**src/rtl/csa16_pkg.sv**
```systemverilog
// Shared sizing for the 16-bit carry-select add/subtract unit.
// The adder is built from fixed 4-bit ripple blocks.
package csa16_pkg;
  localparam int WIDTH = 16;
  localparam int BLK   = 4;
  localparam int NBLK  = WIDTH / BLK;

  typedef logic [BLK-1:0] blk_t;
endpackage

```
**src/rtl/csa16_rca4.sv**
```systemverilog
// 4-bit ripple-carry adder used as the building block of every carry-select stage.
module rca4
  import csa16_pkg::*;
(
  input  blk_t a,
  input  blk_t b,
  input  logic cin,
  output blk_t sum,
  output logic cout
);
  logic [BLK:0] c;

  assign c[0] = cin;

  for (genvar gi = 0; gi < BLK; gi++) begin : g_fa
    assign sum[gi]  = a[gi] ^ b[gi] ^ c[gi];
    assign c[gi+1]  = (a[gi] & b[gi]) | (c[gi] & (a[gi] ^ b[gi]));
  end

  assign cout = c[BLK];
endmodule

```
**src/rtl/csa16.sv**
```systemverilog
// Registered 16-bit add/subtract: ripple low block, carry-select upper blocks.
// overflow is the raw carry-out of the top bit (borrow-free flag when subtracting).
module csa16
  import csa16_pkg::*;
#(
  parameter int WIDTH = csa16_pkg::WIDTH,
  parameter int BLK   = csa16_pkg::BLK
) (
  input  logic             clk,
  input  logic             rst_n,
  input  logic [WIDTH-1:0] a,
  input  logic [WIDTH-1:0] b,
  input  logic             mod,
  output logic [WIDTH-1:0] y,
  output logic             overflow
);
  localparam int NB = WIDTH / BLK;

  logic [WIDTH-1:0] bx;
  logic [WIDTH-1:0] y_next;
  logic [NB:0]      carry;
  logic [WIDTH-1:0] y_reg;
  logic             overflow_reg;

  // Subtraction is a + ~b + 1: invert b and feed mod in as the first carry.
  assign bx       = b ^ {WIDTH{mod}};
  assign carry[0] = mod;

  rca4 u_blk0 (
    .a    (a[BLK-1:0]),
    .b    (bx[BLK-1:0]),
    .cin  (carry[0]),
    .sum  (y_next[BLK-1:0]),
    .cout (carry[1])
  );

  for (genvar gi = 1; gi < NB; gi++) begin : g_sel
    blk_t sum0, sum1;
    logic cout0, cout1;

    rca4 u_c0 (
      .a    (a[gi*BLK +: BLK]),
      .b    (bx[gi*BLK +: BLK]),
      .cin  (1'b0),
      .sum  (sum0),
      .cout (cout0)
    );

    rca4 u_c1 (
      .a    (a[gi*BLK +: BLK]),
      .b    (bx[gi*BLK +: BLK]),
      .cin  (1'b1),
      .sum  (sum1),
      .cout (cout1)
    );

    // Both speculative results are ready; the incoming carry only steers the mux.
    assign y_next[gi*BLK +: BLK] = carry[gi] ? sum1  : sum0;
    assign carry[gi+1]           = carry[gi] ? cout1 : cout0;
  end

  always_ff @(posedge clk) begin
    if (!rst_n) begin
      y_reg        <= '0;
      overflow_reg <= 1'b0;
    end else begin
      y_reg        <= y_next;
      overflow_reg <= carry[NB];
    end
  end

  assign y        = y_reg;
  assign overflow = overflow_reg;
endmodule

```
**config.mk**
```make
export PLATFORM = sky130hd
export DESIGN_NAME = csa16
export DESIGN_NICKNAME = d
export VERILOG_FILES = /design/src/rtl/csa16_pkg.sv /design/src/rtl/csa16_rca4.sv /design/src/rtl/csa16.sv
export SDC_FILE = /design/constraint.sdc
export NUM_CORES = 1
export LEC_CHECK = 0
export ABC_AREA = 1
export BUFFER_PORTS_ARGS = -buffer_cell sky130_fd_sc_hd__buf_2
export CAP_MARGIN = 20
export CORE_MARGIN = 5
export CORE_UTILIZATION = 48
export CTS_BUF_LIST = sky130_fd_sc_hd__clkbuf_16
export CTS_CLUSTER_DIAMETER = 40
export DETAILED_ROUTE_END_ITERATION = 10
export HOLD_SLACK_MARGIN = 0.05
export PLACE_DENSITY_LB_ADDON = 0.3
export SETUP_SLACK_MARGIN = 0.3
export SYNTH_ARGS = -nofsm -noshare
export SYNTH_HDL_FRONTEND = slang
export SYNTH_HIERARCHICAL = 1
export SYNTH_SLANG_ARGS = --single-unit
```
**constraint.sdc**
```tcl
create_clock -name clk -period 3.2 [get_ports clk]
set_input_delay 0.64 -clock clk [delete_from_list [all_inputs] [get_ports clk]]
set_output_delay 0.64 -clock clk [all_outputs]
set_load 0.005 [all_outputs]
```
==> summary.md, run 1 <==
| Metric | Value |
|---|---|
| Worst Setup Start Kind | primary input |
| Die Height | 68.7 um |
| Largest net degree at the start of global routing | 18 |
| Die X | 68.7 um |
| Worst-path cell chain | buf_4 -> xor2_1 -> buf_4 -> fa_1 -> inv_2 -> fa_1 -> inv_1 -> fa_1 -> inv_2 -> fa_2 -> inv_2 -> nand2_4 -> nand2_4 -> nand2_1 -> nand2_2 -> nor2_1 -> nor2_1 |
| Gpl congestion | 0.751 |
| Worst vdd rail ir drop | 0.213 mV |
| Critical Path Fanout Max | 6 |
| CTS Buffer Depth | 2 |
| Placed cells | 310 |
| CTS tree | done |
| Antenna diodes | 0 |
| Most frequent cells in the layout | inv_1 (74), buf_2 (50), nor2_1 (24), fa_1 (24), dfxtp_1 (17) |
| I/O Buffers | 51 |
| WP data arrival | 2.90 ns |
| Clock slew at reported path FFs | 0.06 ns |
| Lkg Pwr | 1.33 nW |
| Vias in the first global route | 1329 |
| Cells after Synth | 208 |
| Root buf cell | clkbuf_16 |
| Max-slew violation count | 0 |
| Initial antenna violation count | 0 |
| Delay-heaviest family, CP | adder cells |
| Footprint of the multi-input gates | 1060 um2 |
| DRT iter0 DRCs | 50 |
| Via/cell ratio | 4.17 |
| Max FFs per register | 16 |
| # IOs | 52 |
| Setup Crit Path Kind | primary input to flop |
| Initial core utilization | 49.5% |
| Unrepaired setup endpoints after global routing | false |
| Final period utilization | 86.1% |
| Pre-antenna DRT Iters | 4 |
| Routed WL | 3290 um |
| ANT nets after route | 0 |
| CP required | 3.35 ns |
| Final Core Density | 66.0% |
| Area growth syn-to-layout | 33.3% |
| Setup crit end kind | flop |
| Fill count | 310 |
| Max_cap viols | 0 |
| Share of cells above drive strength 1 | 33.2% |
| Setup TNS | 0 ns |
| HPWL Detailed | 2740 um |
| Worst path max stage delay | 0.40 ns |
| Synth unique cells | 16 |
| Hold Violations, Final | 0 |
| Nets@finish | 338 |
| Status | finished clean |
| GRT Overall Usage | 14.6% |
| Slowest cell on crit path | fa_1 |
| H-tree depth | 1 |
| Die area | 4710 um2 |
| Core footprint | 3340 um2 |
| YS warnings | 6 |
| Number of synthesized register bits | 17 |
| Storage element area | 340 um2 |
| Hold Crit Class | primary input to flop |
| Routed length per placed instance | 10.3 um |
| Pwr dens | 424 nW/um2 |
| Fin crit period | 2.76 ns |
| Mapped Area | 1650 um2 |
| Buf/Inv on CP | 6 |
| Syn avg cell area | 7.94 um2 |
| Final non-filler cell total | 320 |
| CTS Buf Count | 3 |
| Overflow after GRT | 0 |
| Commonest non-fill, non-tap cell in the layout | inv_1 |
| First-pass GRT wire length | 5180 um |
| Std cell rows | 21 |
| Fmax | 363 MHz |
| Final setup vio count | 0 |
| Seq/Total Area, Yosys | 20.6% |
| Overall Power | 0.933 mW |
| DRC Markers | 0 |
| Via count | 1335 |
| # clock sinks | 17 |
## kinds of logic (layout without fill, tap and decap cells)
kind of cell | after synthesis | count (layout) | share of synthesized area, %
buf+inv | 87 | 149 | 20.2
simple gates | 50 | 50 | 13.9
fa+ha+maj | 28 | 28 | 33.9
flops | 17 | 17 | 20.6
xor+xnor | 16 | 16 | 8.48
compound gates | 8 | 8 | 2.42
other cells | 2 | 6 | 0.455
## cell usage after synthesis
library cell   n  area share (%)
buf_2          2            0.61
buf_4          1            0.45
conb_1         2            0.45
dfxtp_1       17              21
fa_1          28              34
inv_1         82              19
inv_2          2            0.45
nand2_1       12             2.7
nand2_2        2            0.76
nand2_4        2             1.4
nand3_1        5             1.5
nand3_2        2             1.2
nand3b_1       1            0.45
nor2_1        26             5.9
o21ai_0        8             2.4
xor2_1        16             8.5
## worst paths after layout
check,from,to,slack (ns),cells after the start
setup / recovery,mod,y[15],0.44,17
hold / removal,rst_n,y[2],0.75,3
## area by class of cell
class	instances	share of cell area, %
clock buffers	3	3.41
multi-input cells	108	48.4
flip-flops and latches	17	15.5
repair buffers	61	15.5
inverters	84	14.4
clock inverters	1	0.227
well taps	46	2.62
## through the flow
stage / hold slack (ns) / setup slack, ns / instance area [um2]
after floorplan: 0.776 / 0.311 / 1690
after global placement: 1.00 / 0.196 / 2010
after detailed placement: 1.02 / 0.125 / 2010
after CTS: 0.759 / 0.389 / 2090
after global routing: 0.784 / 0.305 / 2200
final: 0.754 / 0.445 / 2200
## timing repair
action	4_1_cts	5_1_grt
resized for setup	0	24
setup endpoints to repair	0	7
setup buffers	0	6
hold buffers	0	0
## worst min-delay path, cell delays in order
cell	delay (ns)
buf_2	0.20
nand2_1	0.09
inv_1	0.03
## report_power, final
part / internal, mW / total (mW) / switching, mW / leakage [nW]
combinational: 0.178 / 0.409 / 0.231 / 1.15
sequential: 0.255 / 0.266 / 0.0106 / 0.142
clock: 0.168 / 0.258 / 0.0905 / 0.0409
total: 0.601 / 0.933 / 0.332 / 1.33
## routing by layer
metal,global-route usage (%),share of wire (%),vias up
li1,-,-,679
met1,17.2,39,609
met2,27.3,53,42
met3,2.59,7.5,5
met4,2.98,0.91,0
met5,0,0,-
No activity file was read; power rests on OpenSTA's default activity.
==> run 2, diff against run 1 <==
- CORE_UTILIZATION: 48 -> 46
- clock period: 3.2 -> 2.4 ns (I/O delays scaled with it)
==> run 2 against run 1 <==
  * The flow now finishes with violations (negative setup slack)
  * Largest power group unchanged
  * Critical path depth up 1
  * Flip-flop and latch count unchanged
  * Clock-buffer cell count unchanged
  * Total power up 51%
  * Core utilization up 7.2 points
  * Worst setup slack worse by 0.59 ns
  * Final area up 14%
  * Sequential power up 33%
  * Sequential share of layout area down 1.8 points
  * Largest cell class unchanged
==> summary.md, run 2 (synthesis results as in run 1) <==
| Metric | Value |
|---|---|
| Status | finished, violations left |
| Failing checks | negative setup slack |
| Fin crit period | 2.55 ns |
| # IOs | 52 (unchanged) |
| Unrepaired setup endpoints after global routing | true |
| Core footprint | 3420 um2 (+2.4%) |
| DP Area | 2160 um2 (+7.5%) |
| Pint | 0.884 mW (+47%) |
| HPWL Detailed | 2760 um (+0.76%) |
| Max-slew violation count | 0 (unchanged) |
| Top routing layer in use | met4 |
| Routed WL | 3700 um (+13%) |
| GRT Overall Usage | 15.3% (+0.77 points) |
| DRC Markers | 0 (unchanged) |
| Sequential share of power | 25.0% (-3.5 points) |
| Switching pwr | 0.528 mW (+59%) |
| Share of cells above drive strength 1 | 51.6% (+18 points) |
| Switching Share | 37.4% (+1.8 points) |
| Antenna diodes | 0 (unchanged) |
| Setup Crit Path Kind | primary input to flop |
| Max FFs per register | 16 (unchanged) |
| CP required | 2.55 ns (-0.80 ns) |
| Max_cap viols | 0 (unchanged) |
| Vias in the first global route | 1459 (+9.8%) |
| Initial core utilization | 48.4% (-1.1 points) |
| M1 WL | 1360 um (+6.6%) |
| Final setup vio count | 13 (+13) |
| DR WL met2 | 2100 um (+21%) |
| Comb power frac | 50.6% (+6.7 points) |
| Via count | 1380 (+3.4%) |
| First-pass GRT wire length | 5950 um (+15%) |
| Fmax | 392 MHz |
| Lkg Pwr | 1.38 nW (+3.4%) |
| Non-Filler Cell Area, Final | 2500 um2 (+14%) |
| Root buf cell | clkbuf_16 |
| H-tree depth | 1 (unchanged) |
| WL met3 | 215 um (-13%) |
| Final Worst Setup Slack | -0.150 ns (-0.595 ns) |
| Pre-antenna DRT Iters | 4 (unchanged) |
| Clock slew at reported path FFs | 0.05 ns (about the same) |
| Area growth syn-to-layout | 51.4% |
| Routed length per placed instance | 11.4 um (+11%) |
| CTS tree | done |
| Worst vdd rail ir drop | 0.308 mV (+44%) |
| # clock sinks | 17 (unchanged) |
| Std cell rows | 21 (unchanged) |
| CTS Buffer Depth | 2 (unchanged) |
| Setup crit end kind | flop |
| DRT iter0 DRCs | 66 (+32%) |
| CTS Buf Count | 3 (unchanged) |
| Die Height | 69.9 um (+1.8%) |
| Die X | 69.9 um (+1.8%) |
| Final period utilization | 106% |
| Setup TNS | -1.34 ns (-1.34 ns) |
| WP data arrival | 2.70 ns (-0.20 ns) |
| ANT nets after route | 0 (unchanged) |
| Die area | 4890 um2 (+3.7%) |
| Critical Path Fanout Max | 5 (-1) |
| Gpl congestion | 0.731 (-2.7%) |
| Worst Setup Start Kind | primary input |
| Initial antenna violation count | 0 (unchanged) |
| Most frequent cells in the layout | inv_1 (63), buf_2 (50), fa_2 (23) |
| Nets@finish | 343 (+1.5%) |
| I/O Buffers | 51 (unchanged) |
| Largest net degree at the start of global routing | 18 (unchanged) |
| Hold Violations, Final | 0 (unchanged) |
| Hold Crit Class | primary input to flop |
| CTS Hold Bufs | 0 (unchanged) |
| Pwr dens | 565 nW/um2 (+33%) |
| Overflow after GRT | 0 (unchanged) |
| Clk pwr share | 24.3% (-3.4 points) |
| Via/cell ratio | 4.25 (+1.8%) |
| Commonest non-fill, non-tap cell in the layout | inv_1 |
-- run 2: cell types whose count changed in the layout (fill, tap and decap cells not counted), moves of 4 or more --
cell     before  now
inv_1        74   63
nor2_4        0    8
inv_2         9   20
nor2_1       24   15
fa_2          4   23
fa_1         24    5
o21ai_0       8    4
-- run 2: area by class of cell --
type                            instances  area [um2]
Multi-Input combinational cell        108        1260
Fill cell                             266         916
Timing Repair Buffer                   66         443
Sequential cell                        17         340
Inverter                               84         320
Clock buffer                            3        75.1
Tap cell                               46        57.6
Clock inverter                          1        3.75
-- run 2: power groups by stage --
stage,sequential (mW),clock (mW),combinational [mW]
floorplan,0.369,0,0.356
global placement,0.360,0,0.538
detailed placement,0.359,0,0.554
CTS,0.355,0.346,0.640
global route,0.360,0.359,0.807
finish,0.353,0.343,0.715
-- run 2: path summary, 6_finish.rpt --
| path | start | endpoint | slack [ns] | cells past startpoint |
|---|---|---|---|---|
| worst max-delay path | mod | y[15] | -0.15 | 18 |
| worst min-delay path | rst_n | y[10] | 0.61 | 3 |
-- run 2: stage by stage --
stage | util [%] | hold slack, ns | worst slack (ns) | std cells | power, mW
floorplan | - | 0.616 | -0.153 | 212 | 0.724
CTS | 70.8 | 0.600 | -0.182 | 324 | 1.34
global route | 73.2 | 0.625 | -0.274 | 325 | 1.53
global placement | 63.2 | 0.856 | -0.388 | 316 | 0.898
detailed placement | 63.2 | 0.859 | -0.481 | 316 | 0.914
finish | 73.2 | 0.613 | -0.150 | 325 | 1.41
-- run 2: worst max-delay path, stage by stage --
cell and delay (ns):
buf_12 0.11, buf_12 0.14, xor2_4 0.14, fa_2 0.22
inv_2 0.04, fa_2 0.33, inv_2 0.06, fa_2 0.18
inv_2 0.04, fa_2 0.36, inv_4 0.10, inv_4 0.05
nand2_4 0.08, nand2_4 0.08, nand2_4 0.08, nand2_4 0.07
nor2_2 0.10, nor2_1 0.04
-- run 2: routing by layer --
metal | track usage (%) | vias up
li1 | - | 690
met1 | 16.4 | 651
met2 | 29.8 | 35
met3 | 3.59 | 4
met4 | 4.04 | 0
met5 | 0 | -
-- run 2: what timing repair did --
action	in CTS	in global routing
gates resized for setup	38	22
pin swaps	23	12
setup endpoints to repair	14	14
buffers inserted	3	1
cloned	1	0
==> run 3, diff against run 2 <==
--- a/config.mk
+++ b/config.mk
@@ -8,5 +8,4 @@
 export ABC_AREA = 1
 export BUFFER_PORTS_ARGS = -buffer_cell sky130_fd_sc_hd__buf_2
-export CAP_MARGIN = 20
 export CORE_MARGIN = 5
 export CORE_UTILIZATION = 46
==> constraint.sdc (replaced) <==
create_clock -name clk -period 2.4 [get_ports clk]
set_input_delay 0.24 -clock clk [delete_from_list [all_inputs] [get_ports clk]]
set_output_delay 0.24 -clock clk [all_outputs]
set_load 0.005 [all_outputs]
==> run 3 against run 2 <==
  * The run now ends clean
  * Flip-flop and latch count is the same
  * Cell count shrank 0.31%
  * Worst hold slack lost 0.24 ns
  * Clock-buffer cell count is the same
  * Maximum frequency grew 10%
  * Non-clock buffer count shrank 1
  * Global-route usage shrank 0.36 points
  * Routed wire length shrank 2.1%
  * Combinational power shrank 5.7%
  * Total power shrank 3.5%
==> summary.md, run 3 (synthesis results as in run 1) <==
| Metric | Value |
|---|---|
| Status | finished clean |
| CP required | 2.54 ns (about the same) |
| First-pass GRT wire length | 5950 um (-0.12%) |
| Routed WL | 3630 um (-2.1%) |
| DRC Markers | 0 (unchanged) |
| Max_cap viols | 0 (unchanged) |
| Lkg Pwr | 1.38 nW (about the same) |
| CTS Buffer Depth | 2 (unchanged) |
| I/O Buffers | 51 (unchanged) |
| Worst Setup Start Kind | primary input |
| CTS Hold Bufs | 0 (unchanged) |
| Die area | 4890 um2 (unchanged) |
| Fin crit period | 2.31 ns (-0.235 ns) |
| Via count | 1352 (-2.0%) |
| Hold Path Sink | y[3] |
| Routed length per placed instance | 11.2 um (-1.7%) |
| # clock sinks | 17 (unchanged) |
| CTS Buf Count | 3 (unchanged) |
| Max FFs per register | 16 (unchanged) |
| Initial core utilization | 48.4% (unchanged) |
| Worst-path cell chain | buf_8 -> buf_12 -> xor2_2 -> fa_2 -> inv_2 -> fa_2 -> inv_2 -> fa_2 -> inv_2 -> fa_2 -> inv_4 -> inv_4 -> nand2_4 -> nand2_4 -> nand2_4 -> nand2_4 -> nor2_2 -> nor2_1 |
| Worst path max stage delay | 0.35 ns (about the same) |
| Setup crit end kind | flop |
| Setup TNS | 0 ns (+1.34 ns) |
| DRT iter0 DRCs | 27 (-59%) |
| Placed cells | 316 (unchanged) |
| Gpl congestion | 0.730 (about the same) |
| Unrepaired setup endpoints after global routing | true |
| Final setup vio count | 0 (-13) |
| Most frequent cells in the layout | inv_1 (70), buf_2 (50), fa_2 (18) |
| # IOs | 52 (unchanged) |
| WP data arrival | 2.46 ns (-0.24 ns) |
| Share of cells above drive strength 1 | 45.7% (-5.9 points) |
| Fmax | 432 MHz (+10%) |
| Area growth syn-to-layout | 47.7% |
| Std cell rows | 21 (unchanged) |
| Critical Path Fanout Max | 5 (unchanged) |
| Die X | 69.9 um (unchanged) |
| Fill count | 278 (+4.5%) |
| Worst Min Path Start | rst_n |
| Hold Crit Class | primary input to flop |
| WHS Path Cells | 3 (unchanged) |
| Commonest non-fill, non-tap cell in the layout | inv_1 |
| Core footprint | 3420 um2 (unchanged) |
| GRT Overall Usage | 15.0% (-0.36 points) |
| Final non-filler cell total | 324 (-0.31%) |
| CTS tree | done |
| Max-slew violation count | 0 (unchanged) |
| Final period utilization | 96.5% (-9.8 points) |
| HPWL Detailed | 2700 um (-2.2%) |
| Pre-antenna DRT Iters | 3 (-1) |
| Root buf cell | clkbuf_16 |
| Nets@finish | 342 (-0.29%) |
| Clock slew at reported path FFs | 0.05 ns (about the same) |
| Worst vdd rail ir drop | 0.255 mV (-17%) |
| Largest net degree at the start of global routing | 18 (unchanged) |
| Setup Crit Path Kind | primary input to flop |
| Die Height | 69.9 um (unchanged) |
| Via/cell ratio | 4.17 (-1.7%) |
| H-tree depth | 1 (unchanged) |
| Overflow after GRT | 0 (unchanged) |
| Hold Violations, Final | 0 (unchanged) |
| Antenna diodes | 0 (unchanged) |
| Initial antenna violation count | 0 (unchanged) |
| ANT nets after route | 0 (unchanged) |
| Vias in the first global route | 1411 (-3.3%) |
| Slowest cell on crit path | fa_2 |
| Pwr dens | 558 nW/um2 (-1.2%) |
[run 3: worst max-delay path, delay by kind of cell]
kind                     cells  cell delay, ns
XOR/XNOR                     1            0.13
adder cells (fa/ha/maj)      4            1.08
buffers and inverters        7            0.56
AND/OR/NAND/NOR              6            0.43
[run 3: report_power, final]
| group | switching, mW | internal, mW | total, mW |
|---|---|---|---|
| sequential | 0.0136 | 0.340 | 0.354 |
| clock | 0.113 | 0.221 | 0.334 |
| combinational | 0.371 | 0.303 | 0.674 |
[run 3: metal layers]
metal | vias to the layer above | track usage, % | share of wire (%)
li1 | 685 | - | -
met1 | 633 | 18.4 | 40
met2 | 32 | 26.8 | 53
met3 | 2 | 3.73 | 6.7
met4 | 0 | 2.55 | 0.33
met5 | - | 0 | 0
[run 3: what timing repair did]
item	in CTS	in global routing
cloned	1	0
pin swaps	12	12
endpoints found under the setup margin	13	14
hold endpoints to repair	0	0
gates resized for setup	20	21
setup buffers	3	0
[run 3: layout make-up]
class | instances | area, um2 | area share (%)
multi-input combinational | 108 | 1210 | 49.7
timing repair buffer | 65 | 430 | 17.6
sequential | 17 | 340 | 13.9
inverter | 84 | 320 | 13.1
clock buffer | 3 | 75.1 | 3.08
tap | 46 | 57.6 | 2.36
clock inverter | 1 | 3.75 | 0.154
[run 3: per-stage QoR]
stage	instance area (um2)	hold slack, ns	setup slack [ns]	power [mW]	util, %
6_report	2440	0.374	0.0852	1.36	71.4
4_1_cts	2370	0.369	0.0729	1.31	69.3
5_1_grt	2440	0.390	-0.0328	1.48	71.4
2_1_floorplan	1800	0.376	0.0869	0.724	-
3_3_place_gp	2160	0.617	-0.147	0.896	63.2
3_5_place_dp	2160	0.617	-0.237	0.914	63.2
[run 3: how the worst max path moves through the flow]
stage / slack (ns) / start / depth (start not counted) / to
2_1_floorplan: 0.09 / mod / 17 / overflow
3_3_place_gp: -0.15 / mod / 18 / overflow
3_5_place_dp: -0.24 / mod / 16 / y[14]
4_1_cts: 0.07 / mod / 16 / y[15]
5_1_grt: -0.03 / mod / 15 / y[15]
6_report: 0.09 / mod / 18 / y[14]
